File: config.mk
export PLATFORM = sky130hd
export DESIGN_NAME = seven_seg_scan_wrapper
export DESIGN_NICKNAME = d
export VERILOG_FILES = /design/src/rtl/seven_seg_pkg.sv /design/src/rtl/seven_seg_decode.sv /design/src/rtl/seven_seg_scan_wrapper.sv
export SDC_FILE = /design/constraint.sdc
export NUM_CORES = 1
export LEC_CHECK = 0
export ABC_CLOCK_PERIOD_IN_PS = 3400
export BUFFER_PORTS_ARGS = -buffer_cell sky130_fd_sc_hd__buf_2
export CORE_MARGIN = 4
export CORE_UTILIZATION = 45
export DETAILED_ROUTE_END_ITERATION = 6
export PLACE_DENSITY = 0.79
export SLEW_MARGIN = 20
export SYNTH_ARGS = -nofsm -noshare
export SYNTH_HDL_FRONTEND = slang
export SYNTH_SLANG_ARGS = --single-unit
export TNS_END_PERCENT = 100
File: constraint.sdc
create_clock -name wb_clk_i -period 3.4 [get_ports wb_clk_i]
set_input_delay 0.68 -clock wb_clk_i [delete_from_list [all_inputs] [get_ports wb_clk_i]]
set_output_delay 0.68 -clock wb_clk_i [all_outputs]
set_load 0.005 [all_outputs]
File: src/rtl/seven_seg_pkg.sv
`default_nettype none
// ============================================================================
// Module      : seven_seg_pkg
// Description : Register map, CTRL bit positions and hex segment table for
//               the multiplexed seven-segment controller.
// Revision    : 1.0 - initial release
// ============================================================================
package seven_seg_pkg;

    localparam logic [31:0] c_off_ctrl    = 32'h0000_0000;
    localparam logic [31:0] c_off_compare = 32'h0000_0004;
    localparam logic [31:0] c_off_direct  = 32'h0000_0008;
    localparam logic [31:0] c_off_count   = 32'h0000_000C;

    localparam int c_ctrl_active   = 0;
    localparam int c_ctrl_soft_rst = 1;
    localparam int c_ctrl_direct   = 2;
    localparam int c_ctrl_blank    = 3;

    // Segment order {g,f,e,d,c,b,a}; entry 0 sits in the low slice.
    localparam logic [15:0][6:0] c_seg_table = {
        7'h71, 7'h79, 7'h5E, 7'h39, 7'h7C, 7'h77, 7'h6F, 7'h7F,
        7'h07, 7'h7D, 7'h6D, 7'h66, 7'h4F, 7'h5B, 7'h06, 7'h3F
    };

    function automatic logic [6:0] hex_to_seg(input logic [3:0] nibble);
        return c_seg_table[nibble];
    endfunction

endpackage
`default_nettype wire

File: src/rtl/seven_seg_decode.sv
`default_nettype none
// ============================================================================
// Module      : seven_seg_decode
// Description : Combinational 4-bit hex to active-high seven-segment lookup.
// Revision    : 1.0 - initial release
// ============================================================================
module seven_seg_decode
    import seven_seg_pkg::*;
(
    input  logic [3:0] nibble,
    output logic [6:0] seg
);

    assign seg = hex_to_seg(nibble);

endmodule
`default_nettype wire

File: src/rtl/seven_seg_scan_wrapper.sv
`default_nettype none
// ============================================================================
// Module      : seven_seg_scan_wrapper
// Description : Wishbone-controlled N-digit BCD seconds counter / hex display
//               with time-multiplexed digit scanning onto user IO pads.
// Revision    : 1.0 - initial release
// ============================================================================
module seven_seg_scan_wrapper
    import seven_seg_pkg::*;
#(
    parameter logic [31:0] ADDR_BASE   = 32'h3000_0000,
    parameter int          N_DIGITS    = 4,
    parameter int          PIN_BASE    = 8,
    parameter int          SCAN_DIV    = 1000,
    parameter logic [23:0] COMPARE_RST = 24'd9999999
) (
    input  logic        wb_clk_i,
    input  logic        wb_rst_i,
    input  logic        wbs_stb_i,
    input  logic        wbs_cyc_i,
    input  logic        wbs_we_i,
    input  logic [3:0]  wbs_sel_i,
    input  logic [31:0] wbs_adr_i,
    input  logic [31:0] wbs_dat_i,
    output logic        wbs_ack_o,
    output logic [31:0] wbs_dat_o,
    input  logic [37:0] io_in,
    output logic [37:0] io_out,
    output logic [37:0] io_oeb
);

    localparam int c_dw     = 4 * N_DIGITS;
    localparam int c_div_w  = (SCAN_DIV > 1) ? $clog2(SCAN_DIV) : 1;
    localparam int c_idx_w  = (N_DIGITS > 1) ? $clog2(N_DIGITS) : 1;
    localparam logic [c_div_w-1:0] c_div_last = c_div_w'(SCAN_DIV - 1);
    localparam logic [c_idx_w-1:0] c_idx_last = c_idx_w'(N_DIGITS - 1);
    localparam logic [37:0] c_pin_mask =
        38'(((64'd1 << (7 + N_DIGITS)) - 64'd1) << PIN_BASE);

    logic              r_ack;
    logic [31:0]       r_rdata;
    logic              r_active;
    logic              r_soft_rst;
    logic              r_direct_mode;
    logic              r_blank;
    logic [23:0]       r_compare;
    logic [c_dw-1:0]   r_direct_data;
    logic [23:0]       r_presc;
    logic [c_dw-1:0]   r_count;
    logic [c_div_w-1:0] r_div;
    logic [c_idx_w-1:0] r_idx;

    logic              w_req;
    logic              w_acc;
    logic              w_hit_ctrl;
    logic              w_hit_compare;
    logic              w_hit_direct;
    logic              w_hit_count;
    logic              w_cmp_wr;
    logic              w_core_rst;
    logic              w_tick;
    logic [31:0]       w_wmask;
    logic [31:0]       w_rdata;
    logic [c_dw-1:0]   w_count_next;
    logic              w_carry;
    logic [3:0]        w_nibble;
    logic [6:0]        w_seg_raw;
    logic [6:0]        w_seg;
    logic [N_DIGITS-1:0] w_en;
    logic              w_unused;

    assign w_req         = wbs_cyc_i & wbs_stb_i;
    assign w_acc         = w_req & ~r_ack;
    assign w_hit_ctrl    = (wbs_adr_i == ADDR_BASE + c_off_ctrl);
    assign w_hit_compare = (wbs_adr_i == ADDR_BASE + c_off_compare);
    assign w_hit_direct  = (wbs_adr_i == ADDR_BASE + c_off_direct);
    assign w_hit_count   = (wbs_adr_i == ADDR_BASE + c_off_count);
    assign w_cmp_wr      = w_acc & wbs_we_i & w_hit_compare;
    assign w_wmask       = {{8{wbs_sel_i[3]}}, {8{wbs_sel_i[2]}},
                            {8{wbs_sel_i[1]}}, {8{wbs_sel_i[0]}}};
    assign w_core_rst    = ~wb_rst_i | r_soft_rst;
    // A COMPARE write in the match cycle wins: no tick, prescaler restarts.
    assign w_tick        = ~w_core_rst & ~w_cmp_wr & (r_presc == r_compare);

    always_comb begin
        w_rdata = '0;
        if (w_hit_ctrl)
            w_rdata = {28'd0, r_blank, r_direct_mode, r_soft_rst, r_active};
        else if (w_hit_compare)
            w_rdata = {8'd0, r_compare};
        else if (w_hit_direct)
            w_rdata = 32'(r_direct_data);
        else if (w_hit_count)
            w_rdata = 32'(r_count);
    end

    always_ff @(posedge wb_clk_i) begin
        if (!wb_rst_i) begin
            r_ack   <= 1'b0;
            r_rdata <= '0;
        end else begin
            r_ack   <= w_acc;
            r_rdata <= (w_acc && !wbs_we_i) ? w_rdata : '0;
        end
    end

    always_ff @(posedge wb_clk_i) begin
        if (!wb_rst_i) begin
            r_active      <= 1'b0;
            r_soft_rst    <= 1'b1;
            r_direct_mode <= 1'b0;
            r_blank       <= 1'b0;
            r_compare     <= COMPARE_RST;
            r_direct_data <= '0;
        end else if (w_acc && wbs_we_i) begin
            if (w_hit_ctrl && wbs_sel_i[0]) begin
                r_active      <= wbs_dat_i[c_ctrl_active];
                r_soft_rst    <= wbs_dat_i[c_ctrl_soft_rst];
                r_direct_mode <= wbs_dat_i[c_ctrl_direct];
                r_blank       <= wbs_dat_i[c_ctrl_blank];
            end
            if (w_hit_compare)
                r_compare <= (r_compare & ~w_wmask[23:0]) |
                             (wbs_dat_i[23:0] & w_wmask[23:0]);
            if (w_hit_direct)
                r_direct_data <= (r_direct_data & ~w_wmask[c_dw-1:0]) |
                                 (wbs_dat_i[c_dw-1:0] & w_wmask[c_dw-1:0]);
        end
    end

    always_ff @(posedge wb_clk_i) begin
        if (w_core_rst || w_cmp_wr || w_tick)
            r_presc <= '0;
        else
            r_presc <= r_presc + 24'd1;
    end

    // Decimal ripple increment; all-9s naturally rolls over to all-0s.
    always_comb begin
        w_count_next = r_count;
        w_carry      = 1'b1;
        for (int i = 0; i < N_DIGITS; i++) begin
            if (w_carry) begin
                if (r_count[4*i +: 4] == 4'd9) begin
                    w_count_next[4*i +: 4] = 4'd0;
                end else begin
                    w_count_next[4*i +: 4] = r_count[4*i +: 4] + 4'd1;
                    w_carry = 1'b0;
                end
            end
        end
    end

    always_ff @(posedge wb_clk_i) begin
        if (w_core_rst)
            r_count <= '0;
        else if (w_tick)
            r_count <= w_count_next;
    end

    always_ff @(posedge wb_clk_i) begin
        if (w_core_rst) begin
            r_div <= '0;
            r_idx <= '0;
        end else if (r_div == c_div_last) begin
            r_div <= '0;
            r_idx <= (r_idx == c_idx_last) ? '0 : r_idx + 1'b1;
        end else begin
            r_div <= r_div + 1'b1;
        end
    end

    always_comb begin
        w_nibble = 4'd0;
        for (int i = 0; i < N_DIGITS; i++) begin
            if (r_idx == c_idx_w'(i))
                w_nibble = r_direct_mode ? r_direct_data[4*i +: 4]
                                         : r_count[4*i +: 4];
        end
    end

    seven_seg_decode u_decode (
        .nibble (w_nibble),
        .seg    (w_seg_raw)
    );

    assign w_seg = r_blank ? 7'd0 : w_seg_raw;
    assign w_en  = r_blank ? '0 : (N_DIGITS'(1) << r_idx);

    assign io_out    = r_active ? (38'({w_en, w_seg}) << PIN_BASE) : '0;
    assign io_oeb    = r_active ? ~c_pin_mask : '0;
    assign wbs_ack_o = r_ack;
    assign wbs_dat_o = r_rdata;

    assign w_unused = ^{io_in, wbs_dat_i, w_wmask};

endmodule
`default_nettype wire

Yosys cells after proc, flatten, opt, wreduce, memory -nomap -nowiden --
Memory sizes are Yosys's and may differ from the RTL's. Index checks and enable logic that the tools add are counted.
Storage, ports and cells: bits in registers 129, ROM bits 112, input port bits 111, output and inout port bits 109, word-level logic and storage cells 104, memories 1
Memories:
- (name not given) | depth 16, width 7, rd ports 1, clocked after Yosys merged registers in 0, write ports 0, line seven_seg_pkg.sv:27 | return c_seg_table[nibble];
Operators by class: $add $sub $neg 7, order comparisons 1, eq/ne operators 13, shift operators 1, multiplexer cells 27, bitwise operators 20, reduce and logical (&&, ||, !) cells 17
Operators with widths (count):
- 32-bit by 30-bit equality test with 1-bit output, second input constant | 4
- 4-bit 2-to-1 mux | 14
- 24-bit AND | 2
- 38-bit 2-to-1 mux | 1
- 16-bit AND | 2
- 16-bit 2-to-1 mux | 2
- 24-bit by 1-bit adder with 24-bit output, second input constant | 1
- 24-bit equality test | 1
- 24-bit 2-to-1 mux | 1
- 24-bit inverter | 1
- 24-bit OR | 1
- 19-bit 2-to-1 mux | 1
- 4-bit by 1-bit adder with 4-bit output, second input constant | 4
- 4-bit equality test, second input constant | 4
- 16-bit inverter | 1
- 16-bit OR | 1
- 7-bit 2-to-1 mux | 2
- 2-bit AND reduction | 7
- 10-bit by 1-bit adder with 10-bit output, second input constant | 1
- 10-bit equality test, second input constant | 1
- 1-bit AND | 6
- 4-bit by 5-bit < comparator with 1-bit output, second input constant | 1
- 1-bit 2-to-1 mux | 5
- 1-bit inverter | 5
- other kinds (13) | 17

Depth between registers and ports, before layout --
depth after elaboration 9, mapped depth 13, mapped depth without buffers 12

Modules after synthesis --
Synthesis repeated with hierarchy kept, for this count alone.
Second synthesis, totals: cell total of the unflattened synthesis 762, area, all modules 6640.1 µm²
By module, submodules not included:
- seven_seg_scan_wrapper | times used 1, cells an instance 729, area each 6357.3 µm², seq. area each 2422.3 µm²
- seven_seg_decode | times used 1, cells an instance 33, area each 282.8 µm², seq. area each 0.0 µm²

Least setup slack after synthesis --
Ideal clock, no wire load.
path kind register to output, from register r_direct_mode, to output port io_out[14], data arrival time 2.346 ns, setup slack 0.374 ns, stages on the path, launching flop included 10, path buffers 1, path through dfxtp_1 -> buf_2 -> mux2_2 -> a221oi_1 -> a211oi_1 -> a21oi_1 -> inv_1 -> ha_1 -> mux2_2 -> a221oi_1
Between the ends: longest elaborated chain between the ends 9
Ends and longest elaborated chain:
- start: declaration | line seven_seg_scan_wrapper.sv:44 | logic r_direct_mode;
- start signal: assignment | line seven_seg_scan_wrapper.sv:119 | r_direct_mode <= wbs_dat_i[c_ctrl_direct];
- 4-bit 2-to-1 mux | line seven_seg_scan_wrapper.sv:177 | w_nibble = r_direct_mode ? r_direct_data[4*i +: 4]
- 4-bit 2-to-1 mux (3 in series) | line seven_seg_scan_wrapper.sv:176 | if (r_idx == c_idx_w'(i))
- 4-bit 2-to-1 mux * | line seven_seg_scan_wrapper.sv:176
- memory read 16 x 7 bit *
- 7-bit 2-to-1 mux (not written as such) * | line seven_seg_pkg.sv:27
- 7-bit 2-to-1 mux * | line seven_seg_scan_wrapper.sv:187 | assign w_seg = r_blank ? 7'd0 : w_seg_raw;
- 19-bit 2-to-1 mux * | line seven_seg_scan_wrapper.sv:190 | assign io_out = r_active ? (38'({w_en, w_seg}) << PIN_BASE) : '0;
- end: declaration | line seven_seg_scan_wrapper.sv:28 | output logic [37:0] io_out,
Mark *: on every way between the ends. The rest lies on a longest branch, timed or not. The select of a mux whose other input is x is not followed.

Worst setup path after layout --
from register r_idx[1], to output port io_out[11]
Between the ends: longest elaborated chain between the ends 9
Ends and longest elaborated chain:
- start: declaration | line seven_seg_scan_wrapper.sv:51 | logic [c_idx_w-1:0] r_idx;
- start signal: assignment | line seven_seg_scan_wrapper.sv:167 | r_idx <= (r_idx == c_idx_last) ? '0 : r_idx + 1'b1;
- 2-bit zero test | line seven_seg_scan_wrapper.sv:176
- 4-bit 2-to-1 mux (3 in series) | line seven_seg_scan_wrapper.sv:176
- 4-bit 2-to-1 mux * | line seven_seg_scan_wrapper.sv:176
- memory read 16 x 7 bit *
- 7-bit 2-to-1 mux (not written as such) * | line seven_seg_pkg.sv:27
- 7-bit 2-to-1 mux * | line seven_seg_scan_wrapper.sv:187
- 19-bit 2-to-1 mux * | line seven_seg_scan_wrapper.sv:190
Marked as above.

==> run summary <==
Status = finished clean
Hold Crit Class = register to register
Net switching power = 0.754 mW
Worst EP arrival = 2660 ps
XOR/XNOR Fraction of Synth Area = 0.0792
Kind of critical path = register to primary output
Synthesized flop and latch total = 121
Clock Path Buffers = 2
Kind of end point of the critical path = primary output
I/O pin total = 220
Final ANT Viol Nets = 0
Routability Congestion = 0.915
Post-synth cell types = 56
Compound-cell area share of the yosys netlist = 0.115
Synthesized netlist cell count = 785
CTS clk-pin slew, worst paths = 60 ps
Post-synth ARST share = 0
Die Y = 128 µm
RSZ-0062 raised after global routing = true
Final hold vios = 0
DIE AREA = 0.0165 mm²
CTS Buf Count = 17
Gr usage total = 0.198
CTS Sinks = 121
R2R Path End = r_count[10]
Synth area leaders = dfxtp_1 (37%), buf_4 (8.5%), nand2_1 (4.7%), xor2_1 (4.7%), nor2_1 (4.2%)
Worst Hold Path EP = r_div[0]
Reg2reg setup slack = 830 ps
Clock share of power = 0.539
Static Leakage = 3.26 nW
Rel. slew slack = 0.573
Worst VDD drop = 0.325 mV
Fmax = 299 MHz
Slew @ Worst Pin = 639 ps
Core Region = 0.0140 mm²
Via count = 5762
Yosys Warn Count = 0
Min cycle time layout = 3340 ps
Rows = 43
Top-count cell post-synth = dfxtp_1
Worst skew pair latency = 420 ps
Final setup fails = 0
Largest family of logic cells by synthesized area = simple AND/OR/NAND/NOR gates
WL/cell = 15.7 µm
First-pass GRT wire length = 25900 µm
Post-synth top cells = dfxtp_1 (121), nand2_1 (82), buf_4 (74), nor2_1 (73), nand3_1 (48)
Max_cap viols = 0
Worst setup path start = r_idx[1]
Clk root buf = clkbuf_16
Share of cells above drive strength 1 = 0.256
Drt drc = 0
CP max FO = 14
Adder-Cell Fraction of Synth Area = 0.0230
Worst Path Required = 2720 ps
Final setup margin = 56.3 ps
Final net count = 1014
Period utilisation layout = 0.983
PortBufs = 126
Via/cell ratio = 5.32
Combinational fraction of design power = 0.034
Reg power frac = 0.426
Ant. Diodes = 0
Pwr/cell area = 427 mW/mm²
Vias in the first global route = 5244
Number of synthesized flops with an enable pin = 0
Mapped Area = 0.00653 mm²
Synth top area share = 0.371
Router iterations before antenna repair = 5
Post-synthesis simple-gate area fraction = 0.229
CTS tree = done
H-tree Lvls = 4
Setup TNS = 0 ps
Dpl ws = 240 ps
Initial core utilization = 0.465
Die width = 128 µm
Primary FF master, synth = dfxtp_1
Synth-to-Final Area Change = 19.1%
Largest net degree at the start of global routing = 50
Switching share of power = 0.227
FF-to-FF path depth = 6
Origin of the worst min-delay path = r_div[0]
Filler Cells Inserted = 1268
Antenna violations before repair = 0
Register area share after synthesis = 0.371
Internal power = 2.57 mW
Initial DRC Count = 427
CP Launch Type = register
Grt ovf = 0
Power Total = 3.32 mW
Fin Hold WS = 439 ps
Clock skew = 7.85 ps
Detail Placement HPWL = 12400 µm
Pins Over Slew Limit = 0
WHS Path Cells = 1
Mean Syn Cell Area = 8.32 µm²
Total Wirelength = 17100 µm
Cell taking the most area after synthesis = dfxtp_1
Mux contribution to synthesized area = 0.0606
power by group through the flow:
stage	registers, mW	clock network, mW	logic [mW]
floorplan	1.45	0	0.0943
global placement	1.45	0	0.110
detailed placement	1.45	0	0.110
CTS	1.42	1.82	0.111
global route	1.42	1.88	0.124
finish	1.42	1.79	0.114
cell families (layout without fill, tap and decap cells):
| kind of cell | after synthesis | count (layout) |
|---|---|---|
| buffers and inverters | 137 | 211 |
| adder cells (fa/ha/maj) | 12 | 12 |
| AND/OR/NAND/NOR | 308 | 308 |
| multiplexers | 37 | 37 |
| other | 1 | 46 |
| AO/OA/AOI/OAI | 110 | 110 |
| XOR/XNOR | 59 | 59 |
| flip-flops | 121 | 121 |
routing by layer:
layer  up-vias  routed length (µm)  track usage
li1       2776                   -            -
met2       275                8110        0.327
met1      2686                6960        0.243
met5         -                   0            0
met4         0                 296       0.0749
met3        25                1690       0.0598
worst max-delay path, stage by stage (launching register included):
cell and delay [ps]:
dfxtp_4 370, inv_2 70, ha_4 190, buf_2 160
a221o_1 350, a22oi_2 300, buf_4 270, mux2i_1 200
o21ai_1 70, a21oi_1 140, buf_2 130
repair_timing:
item                       CTS  global route
setup endpoints to repair    7             7
pin swaps                    2             7
hold buffers                 0             0
gates resized for setup      9            30
buffers inserted             2             8
layout by cell type (no fill, tap or decap), types with 15 or more instances in the layout:
| cell type | instances |
|---|---|
| nor4_1 | 15 |
| a21oi_1 | 23 |
| clkbuf_16 | 17 |
| conb_1 | 46 |
| inv_1 | 24 |
| xor2_1 | 35 |
| buf_2 | 127 |
| xnor2_1 | 24 |
| nand2_1 | 82 |
| nor3_1 | 20 |
| mux2i_1 | 17 |
| buf_4 | 24 |
| dfxtp_1 | 118 |
| nand3_1 | 48 |
| a21boi_1 | 21 |
| nor2_1 | 72 |
| and2_1 | 16 |
| mux2_2 | 15 |
worst max path at each step:
stage               slack (ps)          to  cells past startpoint
finish                      60  io_out[11]                     10
global route               -70  io_out[11]                     13
CTS                         20  io_out[14]                     11
detailed placement         240  io_out[11]                     12
global placement           300  io_out[11]                     12
floorplan                  370  io_out[14]                      9
cell type report:
type	instances	area [µm²]	share of cell area
Multi-Input combinational cell	572	3600	0.463
Sequential cell	121	2430	0.313
Timing Repair Buffer	152	827	0.106
Clock buffer	19	443	0.0570
Tap cell	180	225	0.0290
Clock inverter	13	143	0.0183
Inverter	27	104	0.0134
metrics by stage:
stage | cells | instance area [µm²] | utilization
final | 1084 | 7770 | 0.554
after global routing | 1084 | 7770 | 0.554
after CTS | 1076 | 7610 | 0.542
after detailed placement | 1042 | 6980 | 0.497
after global placement | 1042 | 6980 | 0.497
after floorplan | 830 | 6700 | -
Power figures use the tool's default switching activity.
